`src/rtl/ysyx_24100005_mem_arbiter.sv`:
```
// Round-robin arbiter sharing the single NPC memory port between IFU and LSU.
// One outstanding access at a time; a watchdog aborts accesses that never complete.
module ysyx_24100005_mem_arbiter #(
    parameter int ADDR_W  = 32,
    parameter int DATA_W  = 32,
    parameter int MASK_W  = 8,
    parameter int TIMEOUT = 255
) (
    input  logic              clk,
    input  logic              rst,

    input  logic              ifu_req_valid,
    output logic              ifu_req_ready,
    input  logic [ADDR_W-1:0] ifu_addr,
    output logic              ifu_rsp_valid,
    output logic [DATA_W-1:0] ifu_rsp_data,

    input  logic              lsu_req_valid,
    output logic              lsu_req_ready,
    input  logic [ADDR_W-1:0] lsu_addr,
    input  logic              lsu_wen,
    input  logic [DATA_W-1:0] lsu_wdata,
    input  logic [MASK_W-1:0] lsu_wmask,
    output logic              lsu_rsp_valid,
    output logic [DATA_W-1:0] lsu_rsp_data,

    output logic              mem_req_valid,
    input  logic              mem_req_ready,
    output logic [ADDR_W-1:0] mem_addr,
    output logic              mem_wen,
    output logic [DATA_W-1:0] mem_wdata,
    output logic [MASK_W-1:0] mem_wmask,
    input  logic              mem_rsp_valid,
    input  logic [DATA_W-1:0] mem_rsp_data,

    output logic              bus_err
);

    localparam int TW = $clog2(TIMEOUT + 1);

    localparam logic [1:0] S_IDLE  = 2'd0;
    localparam logic [1:0] S_ISSUE = 2'd1;
    localparam logic [1:0] S_WAIT  = 2'd2;

    localparam logic [TW-1:0] T_LAST = TW'(TIMEOUT - 1);

    logic [1:0]        state;
    logic              last_lsu;
    logic              owner_lsu;
    logic [TW-1:0]     timer;
    logic [ADDR_W-1:0] addr_q;
    logic              wen_q;
    logic [DATA_W-1:0] wdata_q;
    logic [MASK_W-1:0] wmask_q;
    logic              ifu_rsp_q;
    logic              lsu_rsp_q;
    logic [DATA_W-1:0] rsp_data_q;
    logic              err_q;

    logic              grant_ifu;
    logic              grant_lsu;
    logic              in_idle;
    logic              timer_hit;

    // With both requesting, the one that did not win last time gets the port.
    assign grant_ifu = ifu_req_valid && (!lsu_req_valid || last_lsu);
    assign grant_lsu = lsu_req_valid && (!ifu_req_valid || !last_lsu);
    assign in_idle   = (state == S_IDLE);
    assign timer_hit = (timer == T_LAST);

    assign ifu_req_ready = in_idle && grant_ifu;
    assign lsu_req_ready = in_idle && grant_lsu;

    assign mem_req_valid = (state == S_ISSUE);
    assign mem_addr      = addr_q;
    assign mem_wen       = wen_q;
    assign mem_wdata     = wdata_q;
    assign mem_wmask     = wmask_q;

    assign ifu_rsp_valid = ifu_rsp_q;
    assign lsu_rsp_valid = lsu_rsp_q;
    assign ifu_rsp_data  = ifu_rsp_q ? rsp_data_q : '0;
    assign lsu_rsp_data  = lsu_rsp_q ? rsp_data_q : '0;
    assign bus_err       = err_q;

    always_ff @(posedge clk or negedge rst) begin
        if (!rst) begin
            state      <= S_IDLE;
            last_lsu   <= 1'b1;
            owner_lsu  <= 1'b0;
            timer      <= '0;
            addr_q     <= '0;
            wen_q      <= 1'b0;
            wdata_q    <= '0;
            wmask_q    <= '0;
            ifu_rsp_q  <= 1'b0;
            lsu_rsp_q  <= 1'b0;
            rsp_data_q <= '0;
            err_q      <= 1'b0;
        end else begin
            ifu_rsp_q <= 1'b0;
            lsu_rsp_q <= 1'b0;
            err_q     <= 1'b0;
            case (state)
                S_IDLE: begin
                    if (grant_ifu || grant_lsu) begin
                        owner_lsu <= grant_lsu;
                        last_lsu  <= grant_lsu;
                        addr_q    <= grant_lsu ? lsu_addr : ifu_addr;
                        wen_q     <= grant_lsu && lsu_wen;
                        wdata_q   <= grant_lsu ? lsu_wdata : '0;
                        wmask_q   <= grant_lsu ? lsu_wmask : '0;
                        timer     <= '0;
                        state     <= S_ISSUE;
                    end
                end
                S_ISSUE: begin
                    if (mem_req_ready) begin
                        timer <= '0;
                        state <= S_WAIT;
                    end else if (timer_hit) begin
                        ifu_rsp_q  <= !owner_lsu;
                        lsu_rsp_q  <= owner_lsu;
                        rsp_data_q <= '0;
                        err_q      <= 1'b1;
                        timer      <= '0;
                        state      <= S_IDLE;
                    end else begin
                        timer <= timer + TW'(1);
                    end
                end
                S_WAIT: begin
                    if (mem_rsp_valid) begin
                        ifu_rsp_q  <= !owner_lsu;
                        lsu_rsp_q  <= owner_lsu;
                        // A store only needs the ack; its data field reads as zero.
                        rsp_data_q <= (owner_lsu && wen_q) ? '0 : mem_rsp_data;
                        timer      <= '0;
                        state      <= S_IDLE;
                    end else if (timer_hit) begin
                        ifu_rsp_q  <= !owner_lsu;
                        lsu_rsp_q  <= owner_lsu;
                        rsp_data_q <= '0;
                        err_q      <= 1'b1;
                        timer      <= '0;
                        state      <= S_IDLE;
                    end else begin
                        timer <= timer + TW'(1);
                    end
                end
                default: begin
                    timer <= '0;
                    state <= S_IDLE;
                end
            endcase
        end
    end

endmodule

```
`config.mk`:
```
export PLATFORM = sky130hd
export DESIGN_NAME = ysyx_24100005_mem_arbiter
export DESIGN_NICKNAME = d
export VERILOG_FILES = /design/src/rtl/ysyx_24100005_mem_arbiter.sv
export SDC_FILE = /design/constraint.sdc
export NUM_CORES = 1
export LEC_CHECK = 0
export ABC_AREA = 1
export BUFFER_PORTS_ARGS = -buffer_cell sky130_fd_sc_hd__buf_2
export CORE_UTILIZATION = 35
export DETAILED_ROUTE_END_ITERATION = 16
export GPL_TIMING_DRIVEN = 0
export PLACE_DENSITY = 0.74
export SYNTH_ARGS = -nofsm -noshare
export SYNTH_HDL_FRONTEND = slang
export SYNTH_SLANG_ARGS = --single-unit
```
`constraint.sdc`:
```
create_clock -name clk -period 3.65 [get_ports clk]
set_clock_uncertainty 0.2 [all_clocks]
set_input_delay 0.73 -clock clk [delete_from_list [all_inputs] [get_ports clk]]
set_output_delay 0.73 -clock clk [all_outputs]
set_load 0.01 [all_outputs]
```
# Word level (Yosys, flattened, before mapping)
# Index checks and enable logic that the tools add are counted.
# op_classes
addsub,1
n_eq_ne,5
muxes,32
reduce_logical,17
# ops
cell,count
$mux 32,8
$pmux 32 s2,1
$mux 8,5
$pmux 8 s3,1
$mux 1,9
$add 8x1->8 const B,1
$eq 8x8->1 const B,1
$mux 2,4
$logic_and 1x1->1,6
$pmux 1 s2,3
$pmux 2 s3,1
$logic_not 1->1,4
$reduce_and 2->1,2
$logic_or 1x1->1,3
$eq 2x1->1 const B,1
$eq 2x2->1 const B,1
$logic_not 2->1,1
$ne 2x1->1 const B,1
$ne 2x2->1 const B,1
$reduce_bool 2->1,1
# totals
register_bits,120
elab_cells,67

# Depth between registers and ports, before layout
# depth
word_depth,6
ltp_mapped,9

# Worst setup path before layout
# Ideal clock, no wire load.
# synth_path
path_kind,input to output
from,in ifu_req_valid
to,out lsu_req_ready
arrival_ns,1.187
required_time_ns,2.720
path_slack_ns,1.533
stages,4
path_buffers,1
cell_sequence,nand2_1 -> nand3_1 -> clkinv_1 -> buf_2
# synth_via
elab_chain_len,4
# synth_rtl
element,line_no,source
start: declaration,12,"input logic ifu_req_valid,"
$logic_not 1->1,67,assign grant_lsu = lsu_req_valid && (!ifu_req_valid || !last_lsu);
$logic_or 1x1->1,67,
$logic_and 1x1->1,67,
$logic_and 1x1->1,72,assign lsu_req_ready = in_idle && grant_lsu;
end: declaration,19,"output logic lsu_req_ready,"
# Every way passes these cells.

# Worst setup path after layout
# layout_path
from,reg state[1]
to,out lsu_req_ready
# layout_via
elab_chain_len,2
# layout_rtl
element,line_no,source
start: declaration,47,logic [1:0] state;
start signal: assignment,88,state <= S_IDLE;
start signal: assignment,114,state <= S_ISSUE;
start signal: assignment,120,state <= S_WAIT;
$logic_not 2->1,68,assign in_idle = (state == S_IDLE);
$logic_and 1x1->1,72,
# Every way passes these cells.

==> impl_metrics.prom <==
# TYPE chip_impl_metric gauge
chip_impl_metric{name="first_global_vias",unit=""} 5211
chip_impl_metric{name="grt_first_pass_wirelength",unit="mm"} 25.7
chip_impl_metric{name="starting_density_of_the_core",unit=""} 0.358
chip_impl_metric{name="synth_compound_area_frac",unit=""} 0.132
chip_impl_metric{name="wl_met3",unit="mm"} 1.22
chip_impl_metric{name="ant_diodes",unit=""} 0
chip_impl_metric{name="clock-sinks",unit=""} 120
chip_impl_metric{name="final_nets",unit=""} 1148
chip_impl_metric{name="grt_max_degree",unit=""} 63
chip_impl_metric{name="synth_area",unit="um2"} 5670
chip_impl_info{name="layout.cells.most_common_list",value="302 x buf_2, 232 x nand2_1, 119 x inv_1, 119 x dfrtp_1, 48 x o21ai_0"} 1
chip_impl_info{name="rsz_0062_raised_after_global_routing",value="no"} 1
chip_impl_info{name="synth_top_family_by_area",value="simple AND/OR/NAND/NOR gates"} 1
chip_impl_info{name="mostFrequentLayoutCell",value="buf_2"} 1
chip_impl_metric{name="total_die_area",unit="um2"} 16700
chip_impl_metric{name="antenna_found_initial",unit=""} 1
chip_impl_metric{name="route.vias.total",unit=""} 5572
chip_impl_metric{name="slew_viol_final",unit=""} 0
chip_impl_metric{name="cts-resized-gates",unit=""} 0
chip_impl_metric{name="power_density",unit="nW/um2"} 799
chip_impl_metric{name="finalCritPeriodShare",unit=""} 0.822
chip_impl_metric{name="synth_simple_gate_area_share",unit=""} 0.210
chip_impl_info{name="top_layer_used",value="met5"} 1
chip_impl_metric{name="holdBufCountCts",unit=""} 0
chip_impl_metric{name="dieWidth",unit="um"} 129
chip_impl_metric{name="whs",unit="ps"} 87.5
chip_impl_metric{name="postSynthNetCount",unit=""} 843
chip_impl_metric{name="critical_path_rt",unit="ps"} 2720
chip_impl_metric{name="max_cap_violations",unit=""} 0
chip_impl_metric{name="fin_tns_setup",unit="ps"} 0
chip_impl_metric{name="clock_slew_at_the_register_clock_pins_of_the_worst_setup_and_hold_paths",unit="ps"} 50
chip_impl_metric{name="routed_metal_1_wire_length",unit="mm"} 6.73
chip_impl_metric{name="layout-drive-gt1-share",unit=""} 0.343
chip_impl_metric{name="yosysWarnings",unit=""} 0
chip_impl_metric{name="synthCells",unit=""} 694
chip_impl_metric{name="finalSetupViolations",unit=""} 0
chip_impl_metric{name="overflow",unit=""} 0
chip_impl_metric{name="reg2regPathDepth",unit=""} 6
chip_impl_metric{name="clock_latency",unit="ps"} 420
chip_impl_metric{name="finalWorstPathRequiredPeriod",unit="ps"} 3000
chip_impl_metric{name="postCtsSetupRepairBufs",unit=""} 0
chip_impl_metric{name="grt.total_usage",unit=""} 0.202
chip_impl_metric{name="muxShareOfSynthArea",unit=""} 0
chip_impl_info{name="run_status",value="complete, no violations"} 1
chip_impl_info{name="critical_path.endpoint_type",value="output port"} 1
chip_impl_metric{name="antenna_left",unit=""} 0
chip_impl_metric{name="clock_path_buffers",unit=""} 2
chip_impl_metric{name="static-leakage-power",unit="nW"} 5.04
chip_impl_metric{name="portion_of_the_post_synthesis_area_used_by_sequential_elements",unit=""} 0.530
chip_impl_metric{name="cts_htree_levels",unit=""} 4
chip_impl_metric{name="max_clock_freq",unit="GHz"} 0.333
chip_impl_metric{name="crit_arrival",unit="ps"} 2070
chip_impl_metric{name="area_growth_syn_to_layout",unit="%"} 41.2
chip_impl_metric{name="hpwl",unit="mm"} 13.0
chip_impl_metric{name="dr.pass1.iters",unit=""} 4
chip_impl_metric{name="floorplan.die.height",unit="um"} 129
chip_impl_info{name="tritoncts",value="yes"} 1
chip_impl_metric{name="placeableCoreArea",unit="um2"} 15800
chip_impl_metric{name="drt-total-wl",unit="mm"} 16.7
chip_impl_metric{name="synth_area_in_adders",unit=""} 0.0132
chip_impl_metric{name="detailedRoute.firstIterationViolations",unit=""} 211
chip_impl_metric{name="yosys.cell_types.count",unit=""} 27
chip_impl_metric{name="ys_ff_latch",unit=""} 120
chip_impl_metric{name="syn_avg_cell_area",unit="um2"} 8.17
chip_impl_metric{name="worst_slew_margin_rel",unit=""} 0.618
chip_impl_metric{name="peak_fanout_along_the_critical_path",unit=""} 10
chip_impl_info{name="holdCritPathClass",value="in -> async"} 1
chip_impl_metric{name="io-pin-count",unit=""} 286
chip_impl_info{name="cts_root_buf",value="clkbuf_16"} 1
chip_impl_info{name="critPathLaunchType",value="register"} 1
chip_impl_metric{name="finalHoldViolCount",unit=""} 0
chip_impl_metric{name="synth_xor_xnor_area_share",unit=""} 0.00309
chip_impl_metric{name="vdd_drop_max",unit="mV"} 0.457
chip_impl_metric{name="worst_pin_slew",unit="ps"} 573
chip_impl_metric{name="drc_violation_count_after_routing",unit=""} 0
chip_impl_info{name="path_class",value="reg -> out"} 1
chip_impl_metric{name="buffer_ports.inserted",unit=""} 285
chip_impl_metric{name="tritoncts.num_buffers",unit=""} 17
chip_impl_metric{name="gp_congestion",unit=""} 0.776
chip_impl_metric{name="wl_per_cell",unit="um"} 13.6
chip_impl_metric{name="routed_via_density",unit=""} 4.54
chip_impl_metric{name="met2_wirelength",unit="mm"} 8.36
chip_impl_metric{name="num_rows",unit=""} 46
==> per-stage QoR <==
step,setup WS (ps),cell area (um2),total power [mW],std cells,utilization
global route,526,8000,6.84,1228,0.506
CTS,605,8000,6.48,1228,0.506
detailed placement,1070,7400,4.75,1196,0.468
finish,650,8000,6.40,1228,0.506
floorplan,1530,5670,3.73,694,-
global placement,65.9,7370,4.67,1195,0.465
==> flip-flops by register name, indices dropped and copies added (netlist names) <==
signal / cells
mem_addr: 32
rsp_data_q: 32
ifu_rsp_valid: 1
last_lsu: 1
mem_wmask: 8
timer: 8
owner_lsu: 1
lsu_rsp_valid: 1
bus_err: 1
state: 2
mem_wen: 1
mem_wdata: 32
==> where the power goes <==
group	internal, mW	total (mW)	switching (mW)
sequential	1.97	2.39	0.414
clock	1.04	1.70	0.661
combinational	0.956	2.31	1.36
total	3.97	6.40	2.43
==> kinds of logic (layout without fill, tap and decap cells) <==
| family | count (synthesis) | after routing |
|---|---|---|
| buf+inv | 158 | 476 |
| fa+ha+maj | 6 | 6 |
| simple gates | 292 | 292 |
| xor+xnor | 2 | 2 |
| flops | 120 | 120 |
| compound gates | 116 | 116 |
==> worst max-delay path, stage by stage, from the launching register on <==
cell	delay [ps]
dfrtp_1	420
inv_1	110
ha_1	330
nand3_1	220
clkinv_1	160
buf_2	240
buf_2	170
==> worst paths after layout <==
kind | start | endpoint | slack [ps]
max | state[1] | lsu_req_ready | 650
min | rst | rsp_data_q[6] | 90
min in group clk | mem_addr[1] | mem_addr[1] | 280
max reg2reg | state[1] | mem_addr[12] | 1550
min reg2reg | mem_addr[1] | mem_addr[1] | 280
max in group asynchronous | rst | last_lsu | 2450
==> cells in the mapped netlist (all sizes together) <==
| library cell | number | area, um2 |
|---|---|---|
| a211oi | 1 | 7.51 |
| a21oi | 4 | 23.8 |
| a22o | 41 | 359 |
| buf | 23 | 128 |
| clkbuf | 14 | 53.8 |
| clkinv | 1 | 3.75 |
| dfrtp | 119 | 2980 |
| dfstp | 1 | 26.3 |
| ha | 6 | 75.1 |
| inv | 120 | 450 |
| nand2 | 233 | 877 |
| nand3 | 40 | 200 |
| nand3b | 1 | 20.0 |
| nand4 | 7 | 43.8 |
| nor2 | 11 | 48.8 |
| o21ai | 67 | 335 |
| o21bai | 3 | 22.5 |
| xor2 | 2 | 17.5 |
==> layout make-up <==
class / count / area (um2)
inverters: 121 / 454
repair buffers: 286 / 1460
fillers: 1512 / 7820
clock inverters: 14 / 164
flip-flops and latches: 120 / 3000
well taps: 216 / 270
multi-input cells: 416 / 2030
clock buffers: 18 / 439
plain buffers: 37 / 181
==> routing by layer <==
metal | vias up | GRT usage
met3 | 22 | 0.0595
met5 | - | 0
met1 | 2526 | 0.226
met4 | 2 | 0.0747
met2 | 233 | 0.364
li1 | 2789 | -
No activity file was read; power rests on OpenSTA's default activity.
